**config.mk**
```make
export PLATFORM = sky130hd
export DESIGN_NAME = fnd_msg_scheduler
export DESIGN_NICKNAME = d
export VERILOG_FILES = /design/src/rtl/fnd_pkg.sv /design/src/rtl/fnd_prio_arb.sv /design/src/rtl/fnd_msg_scheduler.sv
export SDC_FILE = /design/constraint.sdc
export NUM_CORES = 1
export LEC_CHECK = 0
export ABC_AREA = 0
export BUFFER_PORTS_ARGS = -buffer_cell sky130_fd_sc_hd__buf_2
export CAP_MARGIN = 20
export CORE_AREA = 2 2 87 123
export DETAILED_ROUTE_END_ITERATION = 8
export DIE_AREA = 0 0 89 125
export PLACE_DENSITY = 0.84
export SETUP_SLACK_MARGIN = 0.2
export SLEW_MARGIN = 20
export SYNTH_ARGS = -nofsm -noshare
export SYNTH_HDL_FRONTEND = slang
export SYNTH_SLANG_ARGS = --single-unit
export TNS_END_PERCENT = 1
```
**constraint.sdc**
```tcl
create_clock -name clk_i -period 3.6 [get_ports clk_i]
set_input_delay 0.18 -clock clk_i [delete_from_list [all_inputs] [get_ports clk_i]]
set_output_delay 0.18 -clock clk_i [all_outputs]
set_load 0.005 [all_outputs]
```
**src/rtl/fnd_pkg.sv**
```systemverilog
// fnd_pkg: FND message codes and the 2-bit scheduler state encoding.
package fnd_pkg;
  localparam logic [31:0] FND_BLANK = 32'h00CC_0000;
  localparam logic [31:0] FND_ERROR = 32'h00EE_0000;
  localparam logic [31:0] FND_PLUS  = 32'h0010_0000;
  localparam logic [31:0] FND_MINUS = 32'h0020_0000;
  localparam logic [31:0] FND_MUL   = 32'h0030_0000;
  localparam logic [31:0] FND_DIV   = 32'h0040_0000;
  localparam logic [31:0] FND_MOD   = 32'h0050_0000;
  localparam logic [31:0] FND_HAPPY = 32'h00A0_0000;
  typedef enum logic [1:0] {ST_IDLE = 2'd0, ST_SHOW = 2'd1, ST_GAP = 2'd2} state_e;
endpackage

```
**src/rtl/fnd_prio_arb.sv**
```systemverilog
// fnd_prio_arb: combinational fixed-priority picker, lowest index wins.
//   req_i   : request vector
//   valid_o : any request present
//   idx_o   : index of the winning request (0 when none)
module fnd_prio_arb
  import fnd_pkg::*;
#(
  parameter int NREQ = 4,
  parameter int IW   = 2
) (
  input  logic [NREQ-1:0] req_i,
  output logic            valid_o,
  output logic [IW-1:0]   idx_o
);
  always_comb begin
    valid_o = |req_i;
    idx_o = '0;
    for (int i = NREQ - 1; i >= 0; i--) if (req_i[i]) idx_o = IW'(i);
  end
endmodule

```
**src/rtl/fnd_msg_scheduler.sv**
```systemverilog
// fnd_msg_scheduler: shares the FND word between prioritised message requesters and a live base value.
//   clk_i, rst_ni   : clock, asynchronous active-low reset
//   tick_i          : time-base strobe for dwell and gap counting
//   base_data_i     : live value shown while idle
//   blank_i         : forces the blank code on the output
//   req_i/req_data_i: level requests and per-channel message words
//   ack_o           : one-cycle grant pulse
//   fnd_serial_o    : registered display word
//   busy_o, src_o   : showing/gapping flag and channel being shown
module fnd_msg_scheduler
  import fnd_pkg::*;
#(
  parameter int NREQ      = 4,
  parameter int DWELL     = 1000,
  parameter int GAP_TICKS = 50,
  parameter int CW        = 16,
  localparam int SW       = (NREQ > 1) ? $clog2(NREQ) : 1
) (
  input  logic                 clk_i,
  input  logic                 rst_ni,
  input  logic                 tick_i,
  input  logic [31:0]          base_data_i,
  input  logic                 blank_i,
  input  logic [NREQ-1:0]      req_i,
  input  logic [NREQ*32-1:0]   req_data_i,
  output logic [NREQ-1:0]      ack_o,
  output logic [31:0]          fnd_serial_o,
  output logic                 busy_o,
  output logic [SW-1:0]        src_o
);
  state_e state_q, state_d;
  logic [CW-1:0] dwell_q, dwell_d, gap_q, gap_d;
  logic [31:0] msg_q, msg_d, fnd_q, fnd_d;
  logic [NREQ-1:0] ack_q, ack_d;
  logic [SW-1:0] src_q, src_d, gidx;
  logic busy_q, busy_d, arb_valid, grant;
  fnd_prio_arb #(.NREQ(NREQ), .IW(SW)) u_arb (
    .req_i  (req_i),
    .valid_o(arb_valid),
    .idx_o  (gidx)
  );
  // A preemption always lands on channel 0, which the arbiter picks whenever req_i[0] is high.
  assign grant = (state_q == ST_IDLE) ? arb_valid : (src_q != '0) && req_i[0];
  always_comb begin
    state_d = state_q;
    dwell_d = dwell_q;
    gap_d = gap_q;
    msg_d = msg_q;
    src_d = src_q;
    ack_d = grant ? NREQ'(1) << gidx : '0;
    if (grant) begin
      state_d = ST_SHOW;
      dwell_d = CW'(DWELL);
      msg_d = req_data_i[gidx*32 +: 32];
      src_d = gidx;
    end else if (tick_i && state_q == ST_SHOW) begin
      dwell_d = dwell_q - CW'(1);
      if (dwell_q == CW'(1)) begin
        state_d = (GAP_TICKS == 0) ? ST_IDLE : ST_GAP;
        gap_d = CW'(GAP_TICKS);
        src_d = (GAP_TICKS == 0) ? '0 : src_q;
      end
    end else if (tick_i && state_q == ST_GAP) begin
      gap_d = gap_q - CW'(1);
      if (gap_q == CW'(1)) begin
        state_d = ST_IDLE;
        src_d = '0;
      end
    end
    busy_d = state_d != ST_IDLE;
    fnd_d = blank_i ? FND_BLANK : state_d == ST_IDLE ? base_data_i : state_d == ST_SHOW ? msg_d : FND_BLANK;
  end
  always_ff @(posedge clk_i or negedge rst_ni) begin
    if (!rst_ni) begin
      state_q <= ST_IDLE;
      dwell_q <= '0;
      gap_q <= '0;
      msg_q <= '0;
      fnd_q <= FND_BLANK;
      ack_q <= '0;
      src_q <= '0;
      busy_q <= 1'b0;
    end else begin
      state_q <= state_d;
      dwell_q <= dwell_d;
      gap_q <= gap_d;
      msg_q <= msg_d;
      fnd_q <= fnd_d;
      ack_q <= ack_d;
      src_q <= src_d;
      busy_q <= busy_d;
    end
  end
  assign ack_o = ack_q;
  assign fnd_serial_o = fnd_q;
  assign busy_o = busy_q;
  assign src_o = src_q;
endmodule

```
After elaboration in Yosys (flattened, before gate mapping)
Cells that the tools add are included.
- register bits after elaboration: 105
- bits of input ports: 168
- output and inout port bits: 39
- word-level logic and storage cells: 58
- $add $sub $neg: 2
- equality and inequality tests: 7
- shift-type cells: 2
- muxes and demuxes: 24
- bitwise logic cells: 1
- reduce and logical (&&, ||, !) cells: 14
- operators by type and width (operator ; count):
    32-bit 2-to-1 mux ; 4
    128-bit by 8-bit indexed part select with 32-bit output ; 1
    16-bit 2-to-1 mux ; 5
    16-bit by 1-bit equality test with 1-bit output, second input constant ; 2
    16-bit by 1-bit subtractor with 16-bit output, second input constant ; 2
    2-bit 2-to-1 mux ; 13
    2-bit nonzero test ; 6
    3-bit AND reduction ; 2
    2-bit by 1-bit equality test with 1-bit output, second input constant ; 2
    2-bit zero test ; 2
    4-bit 2-to-1 mux ; 1
    4-bit OR reduction ; 1
    1-bit by 2-bit << shifter with 4-bit output, first input constant ; 1
    1-bit logical AND ; 3
    2-bit equality test, second input constant ; 1
    2-bit by 1-bit != test with 1-bit output, second input constant ; 1
    2-bit != test, second input constant ; 1
    1-bit 2-to-1 mux ; 1
    1-bit inverter ; 1

Longest topological paths before layout
- depth after elaboration: 9
- gate-level depth with buffers: 10
- depth with buffers taken out: 8

Hierarchy
From an unflattened synthesis, not the netlist that was laid out.
- cells, all modules: 467
- area, all modules: 5417.7 µm²
- by module, submodules not included (module ; times used ; cells an instance ; area each (µm²) ; seq. area each (µm²)):
    fnd_msg_scheduler ; 1 ; 460 ; 5382.7 ; 2632.5
    fnd_prio_arb ; 1 ; 7 ; 35.0 ; 0.0

Worst setup path before layout
OpenSTA, ideal clock, no wires.
- path type: register -> register
- start: reg dwell_q[1]
- end: reg gap_q[9]
- library setup time: 0.077 ns
- data arrival time: 2.076 ns
- required time: 3.523 ns
- setup slack: 1.447 ns
- cell stages (with the launch flop): 8
- buffers on the path: 0
- clock period less this slack: 2.153 ns
- cells stage by stage: dfrtp_1 inv_1 ha_1 nor4b_2 nand4_4 a2111o_1 or4_1 a21oi_1
- word-level cells in the longest chain between the ends: 3
- RTL lines (element ; line ; source):
    from (decl) ; fnd_msg_scheduler.sv:32 ; logic [CW-1:0] dwell_q, dwell_d, gap_q, gap_d;
    from (signal assigned) ; fnd_msg_scheduler.sv:85 ; dwell_q <= dwell_d;
    16-bit by 1-bit equality test with 1-bit output ; fnd_msg_scheduler.sv:58 ; if (dwell_q == CW'(1)) begin
    2-bit by 1-bit != test with 1-bit output (no source line) ; -- ;
    3-bit AND reduction (no source line) ; -- ;
    to (signal assigned) ; fnd_msg_scheduler.sv:86 ; gap_q <= gap_d;
    to (decl) ; fnd_msg_scheduler.sv:32 ;
No other way between the ends.
A chain may end at the register's enable or synchronous reset.

Worst setup path after layout
- start: reg state_q[0]
- end: reg fnd_q[0] (netlist: fnd_serial_o[0])
- word-level cells in the longest chain between the ends: 9
- elaborated cells on any way between the ends: 17
- those cells by class: 3 x eq/ne; 10 x mux; 4 x reduce/logical
- RTL lines (element ; line ; source):
    from (decl) ; fnd_msg_scheduler.sv:31 ; state_e state_q, state_d;
    from (signal assigned) ; fnd_msg_scheduler.sv:84 ; state_q <= state_d;
    2-bit equality test ; fnd_msg_scheduler.sv:63 ; end else if (tick_i && state_q == ST_GAP) begin
    1-bit logical AND ; fnd_msg_scheduler.sv:63 ;
    2-bit 2-to-1 mux ; fnd_msg_scheduler.sv:63 ;
    2-bit 2-to-1 mux ; fnd_msg_scheduler.sv:56 ; end else if (tick_i && state_q == ST_SHOW) begin
    2-bit 2-to-1 mux ; fnd_msg_scheduler.sv:51 ; if (grant) begin
    2-bit by 1-bit equality test with 1-bit output ; fnd_msg_scheduler.sv:71 ; fnd_d = blank_i ? FND_BLANK : state_d == ST_IDLE ? base_data_i : state_d == ST_SHOW ? msg_d : FND_BLANK;
    32-bit 2-to-1 mux ; fnd_msg_scheduler.sv:71 ;
    32-bit 2-to-1 mux * (2 in a row) ; fnd_msg_scheduler.sv:71 ;
    net fnd_d[0] ; fnd_msg_scheduler.sv:33 ; logic [31:0] msg_q, msg_d, fnd_q, fnd_d;
    to (signal assigned) ; fnd_msg_scheduler.sv:88 ; fnd_q <= fnd_d;
    to (decl) ; fnd_msg_scheduler.sv:33 ;
Mark *: on every way through the listed nets, which the timed path passes. The rest lies on a longest branch.

==> impl_metrics.prom <==
# TYPE chip_impl_metric gauge
chip_impl_info{name="run_status",value="finished clean"} 1
chip_impl_metric{name="wl_met1",unit="µm"} 6450
chip_impl_metric{name="die_w",unit="µm"} 89
chip_impl_info{name="grt_setup_unrepaired",value="false"} 1
chip_impl_metric{name="detailedRoute.firstIterationViolations",unit=""} 367
chip_impl_info{name="timing.critical_path.cells",value="nor2_1, mux2_2, o21a_1, a211oi_4, buf_4, a22o_1"} 1
chip_impl_metric{name="coreArea",unit="µm²"} 10100
chip_impl_metric{name="initial_utilization",unit=""} 0.504
chip_impl_metric{name="detail-route-antenna-nets",unit=""} 0
chip_impl_metric{name="synth.top_cell.area_share",unit=""} 0.495
chip_impl_metric{name="globalRouteOverflowTotal",unit=""} 0
chip_impl_metric{name="worst_path_required_time",unit="ns"} 3.88
chip_impl_metric{name="multi_input_comb_area",unit="µm²"} 2320
chip_impl_metric{name="finalMaxSlewViolations",unit=""} 0
chip_impl_metric{name="cts_clk_pin_slew_worst_paths",unit="ns"} 0.08
chip_impl_metric{name="post-layout-total-power",unit="W"} 0.00463
chip_impl_metric{name="grt_pass1_wl",unit="µm"} 25900
chip_impl_metric{name="area_growth_syn_to_layout",unit="%"} 28.1
chip_impl_info{name="cts_root_buffer",value="clkbuf_16"} 1
chip_impl_metric{name="vias",unit=""} 4897
chip_impl_info{name="crit_path_end_kind",value="register"} 1
chip_impl_info{name="post_synth_main_area_contributors",value="dfrtp_1 49%, a22o_1 4.8%, o22a_1 4.8%"} 1
chip_impl_info{name="critPathLaunchType",value="register"} 1
chip_impl_metric{name="ys_warn_count",unit=""} 0
chip_impl_metric{name="post_cts_resized",unit=""} 0
chip_impl_metric{name="detail_route.drc_violations",unit=""} 0
chip_impl_metric{name="post-cts-setup-buffers",unit=""} 0
chip_impl_metric{name="gp_congestion",unit=""} 1.05
chip_impl_metric{name="fill_cells",unit=""} 881
chip_impl_metric{name="worst_ep_arrival_time",unit="ns"} 2.96
chip_impl_info{name="tritoncts",value="done"} 1
chip_impl_metric{name="clock-skew-final",unit="ns"} 0.0136
chip_impl_metric{name="place.detailed.hpwl",unit="µm"} 12400
chip_impl_metric{name="post-route-period-util",unit=""} 0.746
chip_impl_metric{name="synthesis.nets",unit=""} 651
chip_impl_metric{name="pwr_density_cell",unit="nW/µm²"} 708
chip_impl_metric{name="final_cells",unit=""} 817
chip_impl_metric{name="fin_util",unit=""} 0.646
chip_impl_metric{name="worstPathMaxFanout",unit=""} 27
chip_impl_metric{name="worstSkewPairLatency",unit="ns"} 0.35
chip_impl_metric{name="post_synth_num_cell_types",unit=""} 63
chip_impl_metric{name="met3WireLength",unit="µm"} 1260
chip_impl_metric{name="placedCellCount",unit=""} 799
chip_impl_metric{name="final-hold-violation-count",unit=""} 0
chip_impl_metric{name="maxClockFrequency",unit="MHz"} 373
chip_impl_metric{name="critPathMaxStageDelay",unit="ns"} 0.58
chip_impl_metric{name="cts_hold_repair.buffers",unit=""} 1
chip_impl_metric{name="routed_via_density",unit=""} 5.99
chip_impl_metric{name="clk_path_buf_depth",unit=""} 2
chip_impl_metric{name="register_area",unit="µm²"} 2630
chip_impl_info{name="cp_slowest_cell",value="mux2_2"} 1
chip_impl_metric{name="postSynthCellCount",unit=""} 479
chip_impl_metric{name="met2WireLength",unit="µm"} 8190
chip_impl_metric{name="count_of_port_buffers_added_during_placement",unit=""} 206
chip_impl_metric{name="synth.cell_area",unit="µm²"} 5110
chip_impl_metric{name="cts-htree-levels",unit=""} 3
chip_impl_metric{name="tightest_slew",unit="ns"} 1.08
chip_impl_info{name="top_signal_layer_used",value="met5"} 1
chip_impl_metric{name="die_footprint",unit="µm²"} 11100
chip_impl_metric{name="wire_per_inst",unit="µm"} 20.2
chip_impl_metric{name="clock_net_sink_count",unit=""} 105
chip_impl_info{name="ys.flop_type",value="dfrtp_1"} 1
chip_impl_metric{name="worstHoldPathCells",unit=""} 3
chip_impl_metric{name="report.final.setup_viol",unit=""} 0
chip_impl_metric{name="antenna_violations_before_repair",unit=""} 2
chip_impl_metric{name="grt_usage",unit=""} 0.308
chip_impl_metric{name="grt_max_degree",unit=""} 52
chip_impl_metric{name="max-slew-margin-rel",unit=""} 0.277
chip_impl_metric{name="synth.yosys.seq_area_share",unit=""} 0.515
chip_impl_metric{name="io_pins",unit=""} 207
chip_impl_metric{name="detail_route.wirelength",unit="µm"} 16500
chip_impl_metric{name="finalWorstPathRequiredPeriod",unit="ns"} 2.68
chip_impl_info{name="synth_largest_area_cell",value="dfrtp_1"} 1
chip_impl_metric{name="maxCapViolations",unit=""} 0
chip_impl_metric{name="num-nets-final",unit=""} 845
chip_impl_metric{name="reg2reg_depth",unit=""} 6
chip_impl_metric{name="first_global_vias",unit=""} 4971
chip_impl_metric{name="number_of_placement_rows",unit=""} 44
chip_impl_metric{name="fin_hold_ws",unit="ns"} 0.0324
chip_impl_metric{name="synth-edff-count",unit=""} 0
chip_impl_info{name="timing_worst_setup_path_type",value="register to register"} 1
chip_impl_metric{name="floorplan.die.height",unit="µm"} 125
chip_impl_metric{name="mean_area_per_synthesized_cell",unit="µm²"} 10.7
chip_impl_metric{name="leakagePower",unit="nW"} 3.06
chip_impl_info{name="worstHoldPathType",value="input port to register"} 1
chip_impl_metric{name="numCtsBuffers",unit=""} 9
chip_impl_metric{name="dr.pass1.iters",unit=""} 5
chip_impl_metric{name="proportion_of_layout_cells_with_a_drive_suffix_above_1",unit=""} 0.381
chip_impl_metric{name="vdd_ir_drop_max",unit="mV"} 0.316
chip_impl_metric{name="setup_tns_after_final_layout",unit="ns"} 0
chip_impl_metric{name="synth-async-reset-ratio",unit=""} 1.00
chip_impl_metric{name="ys_ff_latch",unit=""} 105
-- critical path, delay by kind of cell, from the launching register on --
kind	cells	cell delay [ns]
compound gates	3	0.88
buf+inv	1	0.37
flops	1	0.44
mux	1	0.58
simple gates	1	0.33
-- cells in the mapped netlist, types with 3 or more instances --
library cell and n:
nand2b_1 3, o22a_1 28, buf_4 3, a22o_1 28
o21ai_0 39, a211oi_2 3, nor2b_1 4, dfstp_2 4
or4_1 3, o22ai_1 6, dfrtp_1 101, ha_1 4
a21oi_1 24, o31ai_1 3, o221ai_1 22, xor2_1 6
mux2_2 3, inv_1 9, a222oi_1 4, a21o_1 4
buf_2 6, nand3_1 3, xnor2_1 7, clkbuf_1 19
or3_1 10, a211oi_1 4, nor4_1 7, nor3b_1 3
nor2_1 28, nand2_1 42, nor3_1 5, a221o_1 3
or2_2 3
-- per-stage QoR --
stage / setup slack [ns] / area (µm²)
2_1_floorplan: 1.45 / 5110
3_3_place_gp: 1.07 / 6240
3_5_place_dp: 0.937 / 6240
4_1_cts: 0.951 / 6540
5_1_grt: 0.780 / 6540
6_report: 0.915 / 6540
-- registers in the layout (all words and copies together), names as in the netlist --
name and flops:
ack_o 4, fnd_serial_o 32, dwell_q 16, gap_q 16, state_q 2, msg_q 32, busy_o 1, src_o 2
-- final timing paths --
path | start | to | slack (ns)
worst max register to register | state_q[0] | fnd_serial_o[0] | 0.92
worst min register to register | msg_q[14] | msg_q[14] | 0.50
worst max-delay path | state_q[0] | fnd_serial_o[0] | 0.92
max in group asynchronous | rst_ni | msg_q[20] | 2.53
min in group asynchronous | rst_ni | gap_q[3] | 0.21
worst min-delay path | base_data_i[23] | fnd_serial_o[23] | 0.03
-- area by class of cell --
type / count / area share
inverter: 9 / 0.00516
clock buffer: 10 / 0.0350
timing repair buffer: 214 / 0.167
multi-input combinational: 334 / 0.354
sequential: 105 / 0.402
antenna: 1 / 0.000382
tap: 138 / 0.0264
clock inverter: 6 / 0.00880
-- layer usage --
metal,global-route usage,vias up
met5,0,-
met4,0.119,2
met3,0.0680,40
met2,0.499,270
met1,0.399,2363
li1,-,2222
-- power breakdown --
group / leakage [nW] / switching (W) / internal [W]
registers: 1.29 / 0.000255 / 0.00168
logic: 1.63 / 0.00102 / 0.000726
clock network: 0.141 / 0.000463 / 0.000487
total: 3.06 / 0.00174 / 0.00289
-- kinds of logic (layout without fill, tap and decap cells) --
family,after synthesis,after routing,share of synthesized area
adders and majority gates,4,4,0.00980
xor gates and xnor gates,13,13,0.0223
and+or+nand+nor,135,135,0.150
buffers and inverters,40,239,0.0345
muxes,4,4,0.00857
other,0,1,0
DFF,105,105,0.515
AOI/OAI and AO/OA,178,178,0.259
-- cell usage in the layout (no fill, tap or decap), types with 3 or more instances in the layout --
master,count
buf_2,205
dfrtp_1,101
nand2_1,42
o21ai_0,39
o22a_1,28
a22o_1,28
nor2_1,27
a21oi_1,24
o221ai_1,22
or3_1,10
inv_1,9
clkbuf_16,9
buf_4,8
nor4_1,7
xnor2_1,7
o22ai_1,6
xor2_1,6
nor3_1,5
nor2b_1,4
a222oi_1,4
a21o_1,4
a211oi_1,4
ha_1,4
dfstp_2,4
mux2_2,3
nand2b_1,3
nor3b_1,3
or2_2,3
a221o_1,3
nand3_1,3
o31ai_1,3
or4_1,3
Power figures use the tool's default switching activity.
